<file path="config.mk">
export PLATFORM = sky130hd
export DESIGN_NAME = fetch_unit_flat
export DESIGN_NICKNAME = d
export VERILOG_FILES = /design/src/rtl/fetch_unit_if.sv /design/src/rtl/fetch_unit.sv /design/src/flat_wrapper.sv
export SDC_FILE = /design/constraint.sdc
export NUM_CORES = 1
export LEC_CHECK = 0
export ABC_AREA = 1
export BUFFER_PORTS_ARGS = -buffer_cell sky130_fd_sc_hd__buf_2
export CAP_MARGIN = 15
export CORE_MARGIN = 1.5
export CORE_UTILIZATION = 55
export DETAILED_ROUTE_END_ITERATION = 16
export GPL_TIMING_DRIVEN = 0
export MAX_ROUTING_LAYER = met4
export PLACE_DENSITY_LB_ADDON = 0.12
export SLEW_MARGIN = 20
export SYNTH_ARGS = -nofsm -noshare
export SYNTH_HDL_FRONTEND = slang
export SYNTH_SLANG_ARGS = --single-unit
export TNS_END_PERCENT = 50
</file>
<file path="constraint.sdc">
create_clock -name clk -period 4.5 [get_ports clk]
set_input_delay 0.45 -clock clk [delete_from_list [all_inputs] [get_ports clk]]
set_output_delay 0.45 -clock clk [all_outputs]
set_load 0.02 [all_outputs]
</file>
<file path="src/rtl/fetch_unit_if.sv">
`default_nettype none
// ============================================================================
//  Module     : fetch_unit_if
//  Description: Bus bundle between the fetch unit, the synchronous
//               instruction memory and the cpu control FSM.
//               master modport = fetch unit side, slave = memory/cpu side.
//  Signals    : mem_addr   instruction address (= pc)
//               mem_rd_en  read strobe, data valid on the next cycle
//               mem_rdata  instruction memory read data
//               d_inst     registered instruction presented to the cpu
//               run        one-cycle issue pulse
//               done       cpu completion pulse
//               cmp        compare flags, sampled together with done
//  Revision   : 1.0  initial release
// ============================================================================
interface fetch_unit_if #(
  parameter int ADDR_W = 8,
  parameter int INST_W = 16
);
  logic [ADDR_W-1:0] mem_addr;
  logic              mem_rd_en;
  logic [INST_W-1:0] mem_rdata;
  logic [INST_W-1:0] d_inst;
  logic              run;
  logic              done;
  logic [1:0]        cmp;

  modport master (
    output mem_addr,
    output mem_rd_en,
    output d_inst,
    output run,
    input  mem_rdata,
    input  done,
    input  cmp
  );

  modport slave (
    input  mem_addr,
    input  mem_rd_en,
    input  d_inst,
    input  run,
    output mem_rdata,
    output done,
    output cmp
  );
endinterface
`default_nettype wire

</file>
<file path="src/rtl/fetch_unit.sv">
`default_nettype none
// ============================================================================
//  Module     : fetch_unit
//  Description: Instruction sequencer feeding the cpu control FSM. Holds the
//               PC, reads a synchronous instruction ROM, presents each
//               instruction on d_inst with a one-cycle run pulse, waits for
//               done and then advances the PC. Branch-format instructions
//               (d_inst[1:0] == 2'b10) are resolved here from the cmp flags.
//               Also provides start/stop control, a saturating retired-
//               instruction counter and a done-timeout watchdog.
//  Ports      : clk          clock, all state on the rising edge
//               reset        asynchronous active-low reset
//               start        one-cycle request to begin fetching at pc
//               stop         one-cycle request to halt after the current inst
//               bus          fetch_unit_if.master (memory + cpu handshake)
//               busy         high in every state except IDLE
//               pc           current program counter
//               inst_count   retired instructions, saturates at 16'hFFFF
//               err_timeout  sticky, done not seen within TIMEOUT WAIT cycles
//  Parameters : ADDR_W (8), INST_W (16), TIMEOUT (15, must be >= 4)
//  Revision   : 1.0  initial release
// ============================================================================
module fetch_unit #(
  parameter int ADDR_W  = 8,
  parameter int INST_W  = 16,
  parameter int TIMEOUT = 15
) (
  input  wire logic          clk,
  input  wire logic          reset,
  input  wire logic          start,
  input  wire logic          stop,
  fetch_unit_if.master       bus,
  output logic               busy,
  output logic [ADDR_W-1:0]  pc,
  output logic [15:0]        inst_count,
  output logic               err_timeout
);

  localparam int                c_wdog_w    = $clog2(TIMEOUT + 1);
  // WAIT may last at most TIMEOUT cycles; the counter holds (cycles - 1).
  localparam logic [c_wdog_w-1:0] c_wdog_last = c_wdog_w'(TIMEOUT - 1);
  localparam logic [15:0]       c_count_max = 16'hFFFF;

  typedef enum logic [2:0] {
    S_IDLE  = 3'd0,
    S_FETCH = 3'd1,
    S_LOAD  = 3'd2,
    S_ISSUE = 3'd3,
    S_WAIT  = 3'd4
  } state_t;

  state_t              r_state;
  state_t              w_next_state;

  logic [ADDR_W-1:0]   r_pc;
  logic [INST_W-1:0]   r_d_inst;
  logic [15:0]         r_count;
  logic                r_run;
  logic                r_rd_en;
  logic                r_busy;
  logic                r_err;
  logic                r_stop_pend;
  logic [c_wdog_w-1:0] r_wdog;

  logic                w_retire;
  logic                w_timeout;
  logic                w_launch;
  logic                w_is_branch;
  logic [1:0]          w_cond;
  logic                w_taken;
  logic [ADDR_W-1:0]   w_target;
  logic [ADDR_W-1:0]   w_pc_next;

  // --------------------------------------------------------------------------
  // Branch resolution against the flags delivered with done
  // --------------------------------------------------------------------------
  assign w_is_branch = (r_d_inst[1:0] == 2'b10);
  assign w_cond      = r_d_inst[3:2];
  // cond 2'b11 is the "never" encoding, regardless of cmp.
  assign w_taken     = w_is_branch && (w_cond == bus.cmp) && (w_cond != 2'b11);
  assign w_target    = r_d_inst[ADDR_W+3:4];
  // Sequential increment wraps naturally at ADDR_W bits.
  assign w_pc_next   = w_taken ? w_target : (r_pc + ADDR_W'(1));

  // --------------------------------------------------------------------------
  // State register
  // --------------------------------------------------------------------------
  always_ff @(posedge clk or negedge reset) begin
    if (!reset) begin
      r_state <= S_IDLE;
    end else begin
      r_state <= w_next_state;
    end
  end

  // --------------------------------------------------------------------------
  // Next-state logic
  // --------------------------------------------------------------------------
  always_comb begin
    w_next_state = r_state;
    w_retire     = 1'b0;
    w_timeout    = 1'b0;
    w_launch     = 1'b0;
    case (r_state)
      S_IDLE: begin
        // stop has priority over a simultaneous start.
        if (start && !stop) begin
          w_next_state = S_FETCH;
          w_launch     = 1'b1;
        end
      end
      S_FETCH: w_next_state = S_LOAD;
      S_LOAD:  w_next_state = S_ISSUE;
      S_ISSUE: w_next_state = S_WAIT;
      S_WAIT: begin
        // done is checked first so it beats a timeout in the same cycle.
        if (bus.done) begin
          w_retire = 1'b1;
          // A stop arriving together with done still halts after this inst.
          w_next_state = (r_stop_pend || stop) ? S_IDLE : S_FETCH;
        end else if (r_wdog == c_wdog_last) begin
          w_timeout    = 1'b1;
          w_next_state = S_IDLE;
        end
      end
      default: w_next_state = S_IDLE;
    endcase
  end

  // --------------------------------------------------------------------------
  // Registered outputs and datapath
  // --------------------------------------------------------------------------
  // Strobes are decoded from the next state so they are registered yet line
  // up exactly with the FETCH / ISSUE cycles.
  always_ff @(posedge clk or negedge reset) begin
    if (!reset) begin
      r_pc        <= '0;
      r_d_inst    <= '0;
      r_count     <= '0;
      r_run       <= 1'b0;
      r_rd_en     <= 1'b0;
      r_busy      <= 1'b0;
      r_err       <= 1'b0;
      r_stop_pend <= 1'b0;
      r_wdog      <= '0;
    end else begin
      r_run   <= (w_next_state == S_ISSUE);
      r_rd_en <= (w_next_state == S_FETCH);
      r_busy  <= (w_next_state != S_IDLE);

      // Memory data requested in FETCH is valid during LOAD.
      if (r_state == S_LOAD) begin
        r_d_inst <= bus.mem_rdata;
      end

      if (r_state == S_ISSUE) begin
        r_wdog <= '0;
      end else if (r_state == S_WAIT) begin
        r_wdog <= r_wdog + c_wdog_w'(1);
      end

      if (w_retire) begin
        r_pc <= w_pc_next;
        if (r_count != c_count_max) begin
          r_count <= r_count + 16'd1;
        end
      end

      if (w_timeout) begin
        r_err <= 1'b1;
      end else if (w_launch) begin
        r_err <= 1'b0;
      end

      // Any path back to IDLE drops a pending stop; stop in IDLE is a no-op.
      if (w_next_state == S_IDLE) begin
        r_stop_pend <= 1'b0;
      end else if (stop && (r_state != S_IDLE)) begin
        r_stop_pend <= 1'b1;
      end
    end
  end

  assign bus.mem_addr  = r_pc;
  assign bus.mem_rd_en = r_rd_en;
  assign bus.d_inst    = r_d_inst;
  assign bus.run       = r_run;

  assign busy        = r_busy;
  assign pc          = r_pc;
  assign inst_count  = r_count;
  assign err_timeout = r_err;

endmodule
`default_nettype wire
</file>
<file path="src/flat_wrapper.sv">
// flat-port wrapper written by rule: the top's interface ports become plain ports
module fetch_unit_flat 
#(
  parameter int ADDR_W  = 8,
  parameter int INST_W  = 16,
  parameter int TIMEOUT = 15
)
  (clk, reset, start, stop, busy, pc, inst_count, err_timeout, bus_mem_addr, bus_mem_rd_en, bus_d_inst, bus_run, bus_mem_rdata, bus_done, bus_cmp);
  fetch_unit_if #(.ADDR_W(ADDR_W), .INST_W(INST_W)) bus_i ();
  input  wire logic clk;
  input  wire logic reset;
  input  wire logic start;
  input  wire logic stop;
  output logic busy;
  output logic [ADDR_W-1:0] pc;
  output logic [15:0] inst_count;
  output logic err_timeout;
  output wire logic [$bits(bus_i.mem_addr)-1:0] bus_mem_addr;
  output wire logic [$bits(bus_i.mem_rd_en)-1:0] bus_mem_rd_en;
  output wire logic [$bits(bus_i.d_inst)-1:0] bus_d_inst;
  output wire logic [$bits(bus_i.run)-1:0] bus_run;
  input wire logic [$bits(bus_i.mem_rdata)-1:0] bus_mem_rdata;
  input wire logic [$bits(bus_i.done)-1:0] bus_done;
  input wire logic [$bits(bus_i.cmp)-1:0] bus_cmp;
  assign bus_mem_addr = bus_i.mem_addr;
  assign bus_mem_rd_en = bus_i.mem_rd_en;
  assign bus_d_inst = bus_i.d_inst;
  assign bus_run = bus_i.run;
  assign bus_i.mem_rdata = bus_mem_rdata;
  assign bus_i.done = bus_done;
  assign bus_i.cmp = bus_cmp;
  fetch_unit #(.ADDR_W(ADDR_W), .INST_W(INST_W), .TIMEOUT(TIMEOUT)) u_core (.clk(clk), .reset(reset), .start(start), .stop(stop), .bus(bus_i), .busy(busy), .pc(pc), .inst_count(inst_count), .err_timeout(err_timeout));
endmodule
</file>
**Word level (Yosys, flattened, before mapping)**

Cells that the tools add are included.

- Bits in registers: 52
- Bits in latches: 0
- RAM bits: 0
- Memory bits (read-only): 0
- Input bits: 23
- Logic and storage cells: 57
- Memories kept: 0

- Add/subtract/negate cells: 3
- Multiply operators: 0
- Divide/modulo/power cells: 0
- $lt $le $gt $ge: 0
- Eq/ne operators: 11
- Shifts and indexed selects: 0
- Mux-type cells: 19
- Bitwise gates (word level): 0
- Reductions and logical operators: 14

Operators by type and width:

| operator | number |
|---|---|
| 16-bit by 1-bit adder with 16-bit output, second input constant | 1 |
| 16-bit != test, second input constant | 1 |
| 3-bit one-hot mux with 5 select lines | 1 |
| 1-bit two-way mux | 12 |
| 3-bit by 2-bit == test with 1-bit output, second input constant | 3 |
| 3-bit two-way mux | 3 |
| 8-bit by 1-bit adder with 8-bit output, second input constant | 1 |
| 4-bit two-way mux | 2 |
| 8-bit two-way mux | 1 |
| 3-bit by 1-bit == test with 1-bit output, second input constant | 2 |
| 3-bit logical NOT | 2 |
| 2-bit nonzero test | 3 |
| 3-bit nonzero test | 2 |
| 4-bit by 1-bit adder with 4-bit output, second input constant | 1 |
| 4-bit == test, second input constant | 1 |
| 1-bit logical AND | 4 |
| 3-bit == test, second input constant | 1 |
| 2-bit == test | 1 |
| 2-bit == test, second input constant | 1 |
| 2-bit != test, second input constant | 1 |
| 2-bit AND reduction | 1 |
| 1-bit logical NOT | 1 |
| 1-bit logical OR | 1 |

**Depth between registers and ports, before layout**

Gate-level depths: netlist of the first run.

- Word-level depth: 6
- Gate-level depth with buffers: 9

**Worst setup path after synthesis of the first run**

No wires, ideal clock.

- Path type: reg2reg
- From: reg u_core.r_count[0] (netlist: u_core.inst_count[0])
- To: reg u_core.r_count[9] (netlist: u_core.inst_count[9])
- Arrival: 1.491 ns
- Required time: 4.382 ns
- Slack: 2.891 ns
- Stages on the path, launching flop included: 10
- Buffers on the path: 1
- Cell sequence: dfrtp_1 -> ha_1 -> nand3_2 -> clkinv_1 -> nand3_2 -> nand2_4 -> nand2_4 -> buf_6 -> nand2_1 -> o21ai_2

- Longest elaborated chain between the ends: 2
- Elaborated cells between the ends (all ways): 3
- Those cells by class: add/sub (1); eq/ne (1); reduce/logical (1)

RTL lines:

| what | RTL line | text |
|---|---|---|
| start: declaration | fetch_unit.sv:57 | `logic [15:0] r_count;` |
| start signal: assignment | fetch_unit.sv:165 | `r_count <= r_count + 16'd1;` |
| parallel branches: the longest is 2 deep, another holds 16-bit by 1-bit adder with 16-bit output | - |  |

Several ways; the timed one is not identified.
A chain may end at the register's enable or synchronous reset.

**Worst setup path in the final report of the first run**

- From: reg u_core.r_count[0] (netlist: u_core.inst_count[0])
- To: reg u_core.r_count[10] (netlist: u_core.inst_count[10])

Same word-level chain as after synthesis.

==> results.cfg, run 1 <==
[setup_path]
critPathKind = register to register
cp-start-kind = register
critPathArrivalTime_ns = 1.89
timing.reg2reg.setup_slack_ns = 2.82
endpoint_of_the_worst_slack_reg_to_reg_timing_path = u_core.inst_count[10]$_DFFE_PN0P_
critical_path_peak_fanout = 10
worstSetupEndpoint = u_core.inst_count[10]$_DFFE_PN0P_
cp-end-kind = register
r2r.worst_path.cells = 9
worst_r2r_startpoint = u_core.inst_count[0]$_DFFE_PN0P_
startpoint = u_core.inst_count[0]$_DFFE_PN0P_
cp_data_required_time_ns = 4.71

[detailed_routing]
dr.max_layer_used = met4
route.detailed.wl_per_inst_um = 11.71
drt-met1-wl_um = 2786
drt-pass1-iter-count = 4
met3RoutedLength_um = 306
drcViolationCount = 0
met2WireLength_um = 2929
drt-initial-drc-count = 114
postRouteAntennaNets = 0
detailroute.via_count = 2660
vias_per_cell = 5.009
totalWireLength_um = 6216

[logic_synthesis]
most_frequent_cells_after_synthesis = 140 x sky130_fd_sc_hd__nand2_1, 52 x sky130_fd_sc_hd__dfrtp_1, 44 x sky130_fd_sc_hd__inv_1, 41 x sky130_fd_sc_hd__nand3_1, 27 x sky130_fd_sc_hd__nor2_1
synth_xor_xnor_area_share = 0.02742
synth_fa_ha_area_frac = 0.01741
ys_types = 28
synth_seq_cells = 52
ys.warnings.count = 0
synth-edff-count = 0
synth.area.top_cells = sky130_fd_sc_hd__dfrtp_1 45%, sky130_fd_sc_hd__nand2_1 18%, sky130_fd_sc_hd__nand3_1 7.1%, sky130_fd_sc_hd__inv_1 5.7%, sky130_fd_sc_hd__nor2_1 3.5%
syn-num-nets = 406
synth_top_cell_by_area = sky130_fd_sc_hd__dfrtp_1
post_synth_top_area_share = 0.4526
yosysSeqAreaShare = 0.4526
ys_async_sr_fraction = 1.000
ys.flop_type = sky130_fd_sc_hd__dfrtp_1
synth_compound_gate_area_share = 0.05440
syn_area_per_cell_um2 = 7.586
yosys-mux-area-fraction = 0
synth_cells = 379
synth.most_common_cell = sky130_fd_sc_hd__nand2_1
dominant_combinational_cell_family_by_area_after_synthesis = simple AND/OR/NAND/NOR gates
synth_simple_gate_area_frac = 0.3529
netlist_area_um2 = 2875

[hold_path]
holdCritPathClass = primary input to async pin

[sta]
timing.fmax_ghz = 0.5943
skew_ns = 0.009166
final_hold_violation_count = 0
maxSlewViolCount = 0
finalCritPeriodShare = 0.3739
slew_headroom = 0.5698
worstMarginPinSlew_ns = 0.6452
setup-tns-final_ns = 0
finalSetupViolCount = 0
grt_setup_unrepaired = no
final.min_clock_period_ns = 1.683

[run]
drv.max_cap_violation_count = 0

[clock_tree]
tritoncts_num_sinks = 52
cts.reportedPaths.clkPinSlew_ns = 0.10
htree_levels = 2
post_cts_setup_repair_buffer_count = 0
postCtsResizedCells = 0
cts_buffers = 5
clockRootBuffer = sky130_fd_sc_hd__clkbuf_8
clkLatencyLatePin_ns = 0.30
tritoncts = done
cts-root-to-sink-buffers = 2
postCtsHoldBufs = 0

[finish]
antennaDiodeCount = 0
layout-drive-gt1-share = 0.2430
count_of_placed_standard_cells_in_the_final_layout_fillers_left_out = 531
fillers = 458
postLayoutCoreUtil = 0.6748
flow.area_growth_from_synthesis_pct = 19.10
layout.nets = 487

[global_route]
vias_in_the_first_global_route = 2295
initial_antenna_violation_count = 0
groute.usage.overall = 0.2317
grt_max_degree = 53
grt_overflow_total = 0
first_pass_grt_wire_length_um = 9784

[status]
outcome = complete, no violations

[die]
die_height_um = 75.31
std_cell_rows = 26
chipWidth_um = 75.31
core-area_um2 = 5075
die_outline_area_um2 = 5671
io_count = 75
start_util = 0.5666

[placed_design]
place.detailed.instances = 523
port_buffers = 74
place.detailed.hpwl_um = 4610
gp_routability_congestion = 0.8544

[power]
power_density_nw_per_um2 = 644.8
vdd.ir_drop.worst_mv = 0.3556
static-leakage-power_uw = 0.001878
critical path, cell delays in order, from the launching register on:
cell and delay [ns]:
sky130_fd_sc_hd__dfrtp_1 0.46, sky130_fd_sc_hd__ha_1 0.32, sky130_fd_sc_hd__nand3_2 0.14, sky130_fd_sc_hd__clkinv_1 0.08, sky130_fd_sc_hd__nand3_2 0.10, sky130_fd_sc_hd__nand2_4 0.14, sky130_fd_sc_hd__nand2_4 0.08, sky130_fd_sc_hd__buf_6 0.15
sky130_fd_sc_hd__nand2_1 0.08, sky130_fd_sc_hd__o21ai_2 0.05
flip-flops by register name (all words and copies together), names as in the netlist:
name	cells
u_core.bus.mem_addr	8
u_core.busy	1
u_core.inst_count	16
u_core.bus.d_inst	16
u_core.r_wdog	4
u_core.r_state	3
u_core.bus.run	1
u_core.err_timeout	1
u_core.bus.mem_rd_en	1
u_core.r_stop_pend	1
cell usage in the layout, fill, tap and decap left out, drive strengths merged:
| cell type | synthesis | layout |
|---|---|---|
| o21ai | 22 | 22 |
| clkinv | 1 | 2 |
| nor2 | 30 | 30 |
| nor3 | 1 | 1 |
| nand3 | 44 | 44 |
| xnor2 | 1 | 1 |
| a21oi | 2 | 2 |
| xor2 | 8 | 8 |
| nand2 | 145 | 145 |
| nand3b | 2 | 2 |
| and3 | 1 | 1 |
| nand4 | 6 | 6 |
| ha | 4 | 4 |
| o21bai | 1 | 1 |
| clkinvlp | 0 | 1 |
| buf | 14 | 88 |
| a31oi | 1 | 1 |
| inv | 44 | 44 |
| clkbuf | 0 | 6 |
| dfrtp | 52 | 52 |
routing by layer:
metal / GRT usage / vias to the layer above
li1: - / 1341
met1: 0.2823 / 1219
met2: 0.3791 / 82
met3: 0.04101 / 18
met4: 0.1012 / 0
met5: - / -
kinds of logic (layout without fill, tap and decap cells):
| kind of cell | count (synthesis) | in the layout |
|---|---|---|
| AO/OA/AOI/OAI | 26 | 26 |
| XOR/XNOR | 9 | 9 |
| adder cells (fa/ha/maj) | 4 | 4 |
| buffers and inverters | 59 | 141 |
| flip-flops | 52 | 52 |
| AND/OR/NAND/NOR | 229 | 229 |
worst min-delay path by stage:
stage,end
floorplan,u_core.bus.d_inst[0]$_DFFE_PN0N_
global placement,u_core.err_timeout$_DFFE_PN0P_
detailed placement,u_core.err_timeout$_DFFE_PN0P_
CTS,u_core.bus.run$_DFF_PN0_
global route,u_core.bus.run$_DFF_PN0_
finish,u_core.bus.run$_DFF_PN0_
power breakdown:
part           leakage [uW]  total (uW)  switching (uW)  internal, uW
registers          0.000659         829             181           648
logic               0.00118        1110             710           402
clock network     0.0000414         267             156           111
metrics by stage:
| stage | total power (uW) | setup WS, ns | area, um^2 | hold slack (ns) |
|---|---|---|---|---|
| final | 2208 | 2.817 | 3425 | 0.1615 |
| after CTS | 2227 | 2.785 | 3425 | 0.1832 |
| after global placement | 1927 | 2.827 | 3333 | 0.4536 |
| after global routing | 2407 | 2.688 | 3425 | 0.2059 |
| after detailed placement | 1957 | 2.787 | 3336 | 0.4623 |
| after floorplan | 1614 | 2.891 | 2875 | 0.1544 |
cell type report:
type                    count  area [um^2]  share of cell area
inverters                  45        168.9             0.04932
well taps                  70        87.58             0.02558
repair buffers             74        372.9              0.1089
plain buffers              14        105.1             0.03069
clock inverters             2        16.27            0.004750
flip-flops and latches     52         1301              0.3800
multi-input cells         268         1300              0.3796
clock buffers               6        72.57             0.02119
No activity file was read; power rests on OpenSTA's default activity.
==> run 2: changes to the inputs <==
--- a/config.mk
+++ b/config.mk
@@ -5,11 +5,11 @@
 export SDC_FILE = /design/constraint.sdc
 export NUM_CORES = 1
 export LEC_CHECK = 0
-export ABC_AREA = 1
+export ABC_AREA = 0
 export BUFFER_PORTS_ARGS = -buffer_cell sky130_fd_sc_hd__buf_2
 export CAP_MARGIN = 15
 export CORE_MARGIN = 1.5
-export CORE_UTILIZATION = 55
+export CORE_UTILIZATION = 51
 export DETAILED_ROUTE_END_ITERATION = 16
 export GPL_TIMING_DRIVEN = 0
 export MAX_ROUTING_LAYER = met4
==> constraint.sdc (replaced) <==
create_clock -name clk -period 1.56 [get_ports clk]
set_input_delay 0.156 -clock clk [delete_from_list [all_inputs] [get_ports clk]]
set_output_delay 0.156 -clock clk [all_outputs]
set_load 0.02 [all_outputs]
==> run 2 against run 1 <==
  * The flow now finishes with violations (negative setup slack)
  * First-iteration DRC count up 52%
  * Combinational power up 140%
  * Via count down 11%
  * Non-clock buffer count up 37
  * Critical endpoint is now u_core.inst_count[15]$_DFFE_PN0P_
  * Count of clock-buffer cells in the layout up 2
  * Synthesized area down 11%
  * Cell count down 21%
  * Wire length up 8.5%
  * Design area up 7.1%
  * Critical path depth down 3
==> results.cfg, run 2 <==
[die]
core-area_um2 = 4786
die_height_um = 73.78
std_cell_rows = 25
io_count = 75
start_util = 0.5339
chipWidth_um = 73.78
die_outline_area_um2 = 5443

[power]
netSwitchingPower_uw = 2223
sw_share = 0.3960
power_density_nw_per_um2 = 1531
static-leakage-power_uw = 0.001726
power.share.combinational = 0.478
intPower_uw = 3391
share_seq_of_total_power = 0.374
report.power.total_uw = 5613
clockPowerShare = 0.148
vdd.ir_drop.worst_mv = 0.9261

[detailed_routing]
route.detailed.wl_per_inst_um = 16.14
vias_per_cell = 5.648
drt-initial-drc-count = 173
detailroute.via_count = 2361
drcViolationCount = 0
drt-pass1-iter-count = 4
postRouteAntennaNets = 0
totalWireLength_um = 6747

[logic_synthesis]
most_frequent_cells_after_synthesis = 52 x sky130_fd_sc_hd__dfrtp_1, 21 x sky130_fd_sc_hd__nand2_1, 17 x sky130_fd_sc_hd__mux2_2, 11 x sky130_fd_sc_hd__xor2_1
synth.area.top_cells = sky130_fd_sc_hd__dfrtp_1 51%, sky130_fd_sc_hd__mux2_2 7.5%, sky130_fd_sc_hd__xor2_1 3.8%, sky130_fd_sc_hd__nand2_1 3.1%, sky130_fd_sc_hd__nor4_1 2.4%
synth_seq_cells = 52
yosys-mux-area-fraction = 0.07493
ys.flop_type = sky130_fd_sc_hd__dfrtp_1
synth_simple_gate_area_frac = 0.1822
synth_xor_xnor_area_share = 0.04799
synth_fa_ha_area_frac = 0.01959
syn_area_per_cell_um2 = 10.69
ys_types = 44
ys_async_sr_fraction = 1.000
netlist_area_um2 = 2555
dominant_combinational_cell_family_by_area_after_synthesis = simple AND/OR/NAND/NOR gates
synth_top_cell_by_area = sky130_fd_sc_hd__dfrtp_1
synth_cells = 239
post_synth_top_area_share = 0.5093
synth_compound_gate_area_share = 0.1112
synth-edff-count = 0
ys.warnings.count = 0
syn-num-nets = 266
synth.most_common_cell = sky130_fd_sc_hd__dfrtp_1
yosysSeqAreaShare = 0.5093

[sta]
final.setup.worst_slack_ns = -0.2097
grt_setup_unrepaired = yes
finalCritPeriodShare = 1.134
timing.fmax_ghz = 0.5651
maxSlewViolCount = 0
final.min_clock_period_ns = 1.770
final_hold_violation_count = 0
finalSetupViolCount = 26
slew_headroom = 0.5675
skew_ns = 0.006057
worstMarginPinSlew_ns = 0.6488

[setup_path]
worst-path-stages = 6
cp-end-kind = register
critPathTopFamily = simple AND/OR/NAND/NOR gates
critPathMaxStageDelay_ns = 0.47
r2r.worst_path.cells = 6
crit_slowest_cell = sky130_fd_sc_hd__or4_4
cp_data_required_time_ns = 1.79
cp-start-kind = register
critical_path.cell_chain = buf_6 > nand4bb_1 > buf_6 > or4_4 > nor3_2 > xor2_1
path_common_cell = sky130_fd_sc_hd__buf_6
critPathArrivalTime_ns = 2.00
critPathKind = register to register
critical_path_peak_fanout = 6
critical_path_buf_inv_count = 2

[global_route]
grt_overflow_total = 0
groute.usage.overall = 0.2477
gr-usage-met3 = 0.03978
global_route.usage.met2 = 0.4054
vias_in_the_first_global_route = 2079
first_pass_grt_wire_length_um = 9811
grt_max_degree = 53
globalRoute.busiestLayer = met2
initial_antenna_violation_count = 0
global_route.usage.met1 = 0.3082

[finish]
layout.nets = 377
antennaDiodeCount = 0
final_common_cell = sky130_fd_sc_hd__buf_2
postLayoutCoreUtil = 0.7660
layout-drive-gt1-share = 0.5214
most-common-layout-cells = 73 x sky130_fd_sc_hd__buf_2, 45 x sky130_fd_sc_hd__dfrtp_1, 42 x sky130_fd_sc_hd__buf_4
flow.area_growth_from_synthesis_pct = 43.49

[clock_tree]
htree_levels = 2
cts-root-to-sink-buffers = 2
tritoncts = done
tritoncts_num_sinks = 52
clkLatencyLatePin_ns = 0.31
clockRootBuffer = sky130_fd_sc_hd__clkbuf_8
cts_buffers = 5
cts.reportedPaths.clkPinSlew_ns = 0.09

[hold_path]
hold_depth = 2
holdCritPathClass = primary input to register

[run]
drv.max_cap_violation_count = 0

[status]
failed_checks = negative setup slack
outcome = finished with violations

[placed_design]
post_placement_setup_slack_ns = -0.2997
port_buffers = 74
place.detailed.hpwl_um = 3905
gp_routability_congestion = 0.8393
[run 2: cell types whose count changed after synthesis, sizes merged, moves of 7 or more]
cell,delta
nor3,+10
clkbuf,+7
nand2,-124
o21ai,-18
nor4,+10
nand3,-36
nor2,-20
o211ai,+8
inv,-39
mux2,+17
[run 2: kinds of logic after synthesis]
logic type,after synthesis
and+or+nand+nor,85
AOI/OAI and AO/OA,41
adders and majority gates,4
DFF,52
muxes,17
buffers and inverters,26
xor gates and xnor gates,14
[run 2: power groups by stage]
stage | sequential, uW | combinational, uW | clock, uW
2_1_floorplan | 2440 | 1180 | 0
3_3_place_gp | 2080 | 2160 | 0
3_5_place_dp | 2090 | 2210 | 0
4_1_cts | 2070 | 2420 | 846
5_1_grt | 2150 | 2890 | 885
6_report | 2100 | 2680 | 831
[run 2: cell type report]
class | count | area, um^2
repair buffers | 106 | 615.6
inverters | 5 | 18.77
clock buffers | 8 | 100.1
plain buffers | 19 | 186.4
well taps | 67 | 83.83
fillers | 321 | 1120
flip-flops and latches | 52 | 1310
multi-input cells | 161 | 1351
[run 2: worst paths after layout]
kind / from / endpoint / slack (ns)
setup / recovery: u_core.r_state[1]$_DFF_PN0_ / u_core.inst_count[15]$_DFFE_PN0P_ / -0.21
hold / removal: bus_mem_rdata[14] / u_core.bus.d_inst[14]$_DFFE_PN0N_ / 0.07
setup reg to reg: u_core.r_state[1]$_DFF_PN0_ / u_core.inst_count[15]$_DFFE_PN0P_ / -0.21
hold reg to reg: u_core.r_stop_pend$_DFFE_PN0P_ / u_core.r_stop_pend$_DFFE_PN0P_ / 0.50
max in group asynchronous: reset / u_core.inst_count[12]$_DFFE_PN0P_ / 0.68
min in group asynchronous: reset / u_core.r_wdog[1]$_DFFE_PN0P_ / 0.41
[run 2: what timing repair did]
action                                  4_1_cts  5_1_grt
gates cloned                                  1        1
hold buffers                                  1        0
resized for setup                            31       38
setup buffers                                18       11
pin swaps                                    10       15
endpoints found under the setup margin       34       37
endpoints found under the hold margin        52        0
[run 2: metrics by stage]
| step | hold slack [ns] | TNS, ns | instances | area (um^2) |
|---|---|---|---|---|
| floorplan | -0.1396 | -0.3471 | 239 | 2580 |
| global placement | 0.3866 | -5.228 | 380 | 3034 |
| detailed placement | 0.2248 | -6.044 | 380 | 3037 |
| CTS | 0.06665 | -1.964 | 408 | 3427 |
| global route | 0.06899 | -4.265 | 418 | 3666 |
| finish | 0.07462 | -1.704 | 418 | 3666 |
[run 2: metal layers]
| metal | part of all wire | routed length (um) |
|---|---|---|
| met5 | 0 | 0 |
| met4 | 0.019 | 128 |
| met3 | 0.041 | 280 |
| met2 | 0.53 | 3571 |
| met1 | 0.41 | 2767 |
[run 2: worst reg2reg max path: stages, from the launching register on]
cell and delay, ns:
sky130_fd_sc_hd__dfrtp_1 0.38, sky130_fd_sc_hd__buf_6 0.13, sky130_fd_sc_hd__nand4bb_1 0.21, sky130_fd_sc_hd__buf_6 0.18, sky130_fd_sc_hd__or4_4 0.47, sky130_fd_sc_hd__nor3_2 0.19
sky130_fd_sc_hd__xor2_1 0.15
==> run 3: changes to the inputs <==
--- a/config.mk
+++ b/config.mk
@@ -14,6 +14,7 @@
 export GPL_TIMING_DRIVEN = 0
 export MAX_ROUTING_LAYER = met4
 export PLACE_DENSITY_LB_ADDON = 0.12
+export SKIP_LAST_GASP = 1
 export SLEW_MARGIN = 20
 export SYNTH_ARGS = -nofsm -noshare
 export SYNTH_HDL_FRONTEND = slang
==> run 3 against run 2 <==
  * The flow still finishes with violations (negative setup slack)
  * Fmax rose by 1.4%
  * Via count grew 0.72%
  * Cell count unchanged
  * Worst setup slack better by 0.025 ns
  * Sequential share of layout area grew 0.61 points
  * Wire length fell by 0.44%
  * Clock skew fell by 0.0020 ns
  * Combinational power fell by 3%
  * Critical path depth unchanged
  * Highest routed layer unchanged
  * Hold slack worse by 0.0020 ns
  * Non-clock buffer count unchanged
  * Sequential power barely moved
==> results.cfg, run 3 (synthesis results as in run 2) <==
[die]
core-area_um2 = 4786
die_outline_area_um2 = 5443
std_cell_rows = 25
die_height_um = 73.78
chipWidth_um = 73.78
start_util = 0.5339
io_count = 75

[clock_tree]
cts_buffers = 5
htree_levels = 2
cts-root-to-sink-buffers = 2
tritoncts = done
clockRootBuffer = sky130_fd_sc_hd__clkbuf_8
clkLatencyLatePin_ns = 0.31
cts.reportedPaths.clkPinSlew_ns = 0.09
tritoncts_num_sinks = 52

[setup_path]
endpoint_of_the_worst_slack_reg_to_reg_timing_path = u_core.inst_count[14]$_DFFE_PN0P_
r2r.worst_path.cells = 6
worst_r2r_startpoint = u_core.inst_count[0]$_DFFE_PN0P_
critPathKind = register to register
critical_path_peak_fanout = 4
cp-end-kind = register
cp_data_required_time_ns = 1.79
critPathArrivalTime_ns = 1.97
timing.reg2reg.setup_slack_ns = -0.18
cp-start-kind = register

[detailed_routing]
detailroute.via_count = 2378
drt-initial-drc-count = 241
postRouteAntennaNets = 0
drcViolationCount = 0
route.detailed.wl_per_inst_um = 16.07
totalWireLength_um = 6717
drt-pass1-iter-count = 4
vias_per_cell = 5.689

[global_route]
groute.usage.overall = 0.2407
initial_antenna_violation_count = 0
vias_in_the_first_global_route = 2067
grt_max_degree = 53
first_pass_grt_wire_length_um = 9584
grt_overflow_total = 0

[sta]
grt_setup_unrepaired = yes
timing.fmax_ghz = 0.5732
finalSetupViolCount = 29
hold-worst-slack_ns = 0.07266
final_hold_violation_count = 0
setup-tns-final_ns = -2.328
final.setup.worst_slack_ns = -0.1847
slew_headroom = 0.5609
final.min_clock_period_ns = 1.745
worstMarginPinSlew_ns = 0.6586
finalCritPeriodShare = 1.118
maxSlewViolCount = 0
skew_ns = 0.004107

[hold_path]
hold_path.startpoint = bus_mem_rdata[13]
hold_depth = 2
holdCritPathClass = primary input to register
whs_endpoint = u_core.bus.d_inst[13]$_DFFE_PN0N_

[finish]
layout-drive-gt1-share = 0.5014
most-common-layout-cells = 74 x sky130_fd_sc_hd__buf_2, 45 x sky130_fd_sc_hd__dfrtp_1, 38 x sky130_fd_sc_hd__buf_4
layout.nets = 377
antennaDiodeCount = 0
final_common_cell = sky130_fd_sc_hd__buf_2
layout.cell_area.non_filler_um2 = 3605
flow.area_growth_from_synthesis_pct = 41.09

[placed_design]
placed_cell_area_um2 = 3037
place.detailed.hpwl_um = 3905
post_placement_setup_slack_ns = -0.2997
port_buffers = 74
gp_routability_congestion = 0.8393

[power]
static-leakage-power_uw = 0.001717
vdd.ir_drop.worst_mv = 0.8725
power_density_nw_per_um2 = 1537

[run]
drv.max_cap_violation_count = 0

[status]
outcome = finished with violations
failed_checks = negative setup slack
[run 3: cell types whose count changed in the layout (fill, tap and decap cells not counted), sizes merged]
cell    change
buf         -1
clkbuf      +1
[run 3: final cells by class]
type                            count  area (um^2)
Tap cell                           67        83.83
Timing Repair Buffer              106        620.6
Clock buffer                        8        100.1
Multi-Input combinational cell    161         1297
Fill cell                         320         1181
Sequential cell                    52         1310
Inverter                            5        18.77
Buffer                             19        173.9
[run 3: critical path, cell delays in order, from the launching register on]
cell and delay (ns):
sky130_fd_sc_hd__dfrtp_2 0.40, sky130_fd_sc_hd__ha_4 0.14, sky130_fd_sc_hd__nand4_1 0.19, sky130_fd_sc_hd__buf_4 0.23, sky130_fd_sc_hd__nor4_4 0.39, sky130_fd_sc_hd__a31oi_1 0.13
sky130_fd_sc_hd__a41oi_1 0.17
[run 3: power breakdown]
part,switching [uW],total (uW),internal (uW)
sequential,351,2100,1750
clock,434,840,406
combinational,1420,2600,1180
total,2200,5540,3340
[run 3: through the flow]
stage               total power (uW)    util  cells
floorplan                       3616       -    239
global placement                4237  0.6340    380
detailed placement              4301  0.6345    380
CTS                             5314  0.7088    408
global route                    5844  0.7532    418
finish                          5539  0.7532    418
[run 3: how the worst max path moves through the flow]
| stage | startpoint | end | slack (ns) | cells after the start |
|---|---|---|---|---|
| final | u_core.inst_count[0]$_DFFE_PN0P_ | u_core.inst_count[14]$_DFFE_PN0P_ | -0.18 | 6 |
| after global routing | u_core.inst_count[0]$_DFFE_PN0P_ | u_core.inst_count[14]$_DFFE_PN0P_ | -0.28 | 6 |
| after CTS | u_core.r_state[0]$_DFF_PN0_ | u_core.inst_count[15]$_DFFE_PN0P_ | -0.20 | 6 |
| after detailed placement | u_core.r_state[1]$_DFF_PN0_ | u_core.bus.mem_addr[7]$_DFFE_PN0P_ | -0.30 | 5 |
| after global placement | u_core.r_state[1]$_DFF_PN0_ | u_core.bus.mem_addr[1]$_DFFE_PN0P_ | -0.28 | 5 |
| after floorplan | u_core.r_state[1]$_DFF_PN0_ | u_core.inst_count[13]$_DFFE_PN0P_ | -0.08 | 6 |
[run 3: per-layer routing]
layer  routed length [um]  global-route usage  vias to the layer above
met5                    0                   -                        -
met3                  341             0.04664                       14
met2                 3438              0.3824                       94
li1                     -                   -                     1091
met4                  153              0.1029                        0
met1                 2785              0.3007                     1179
[run 3: timing repair]
action	CTS	global route
pin swaps	10	20
setup buffers	18	11
hold buffers	1	0
endpoints found under the setup margin	34	42
endpoints found under the hold margin	52	0
cloned	1	1
resized for setup	24	32
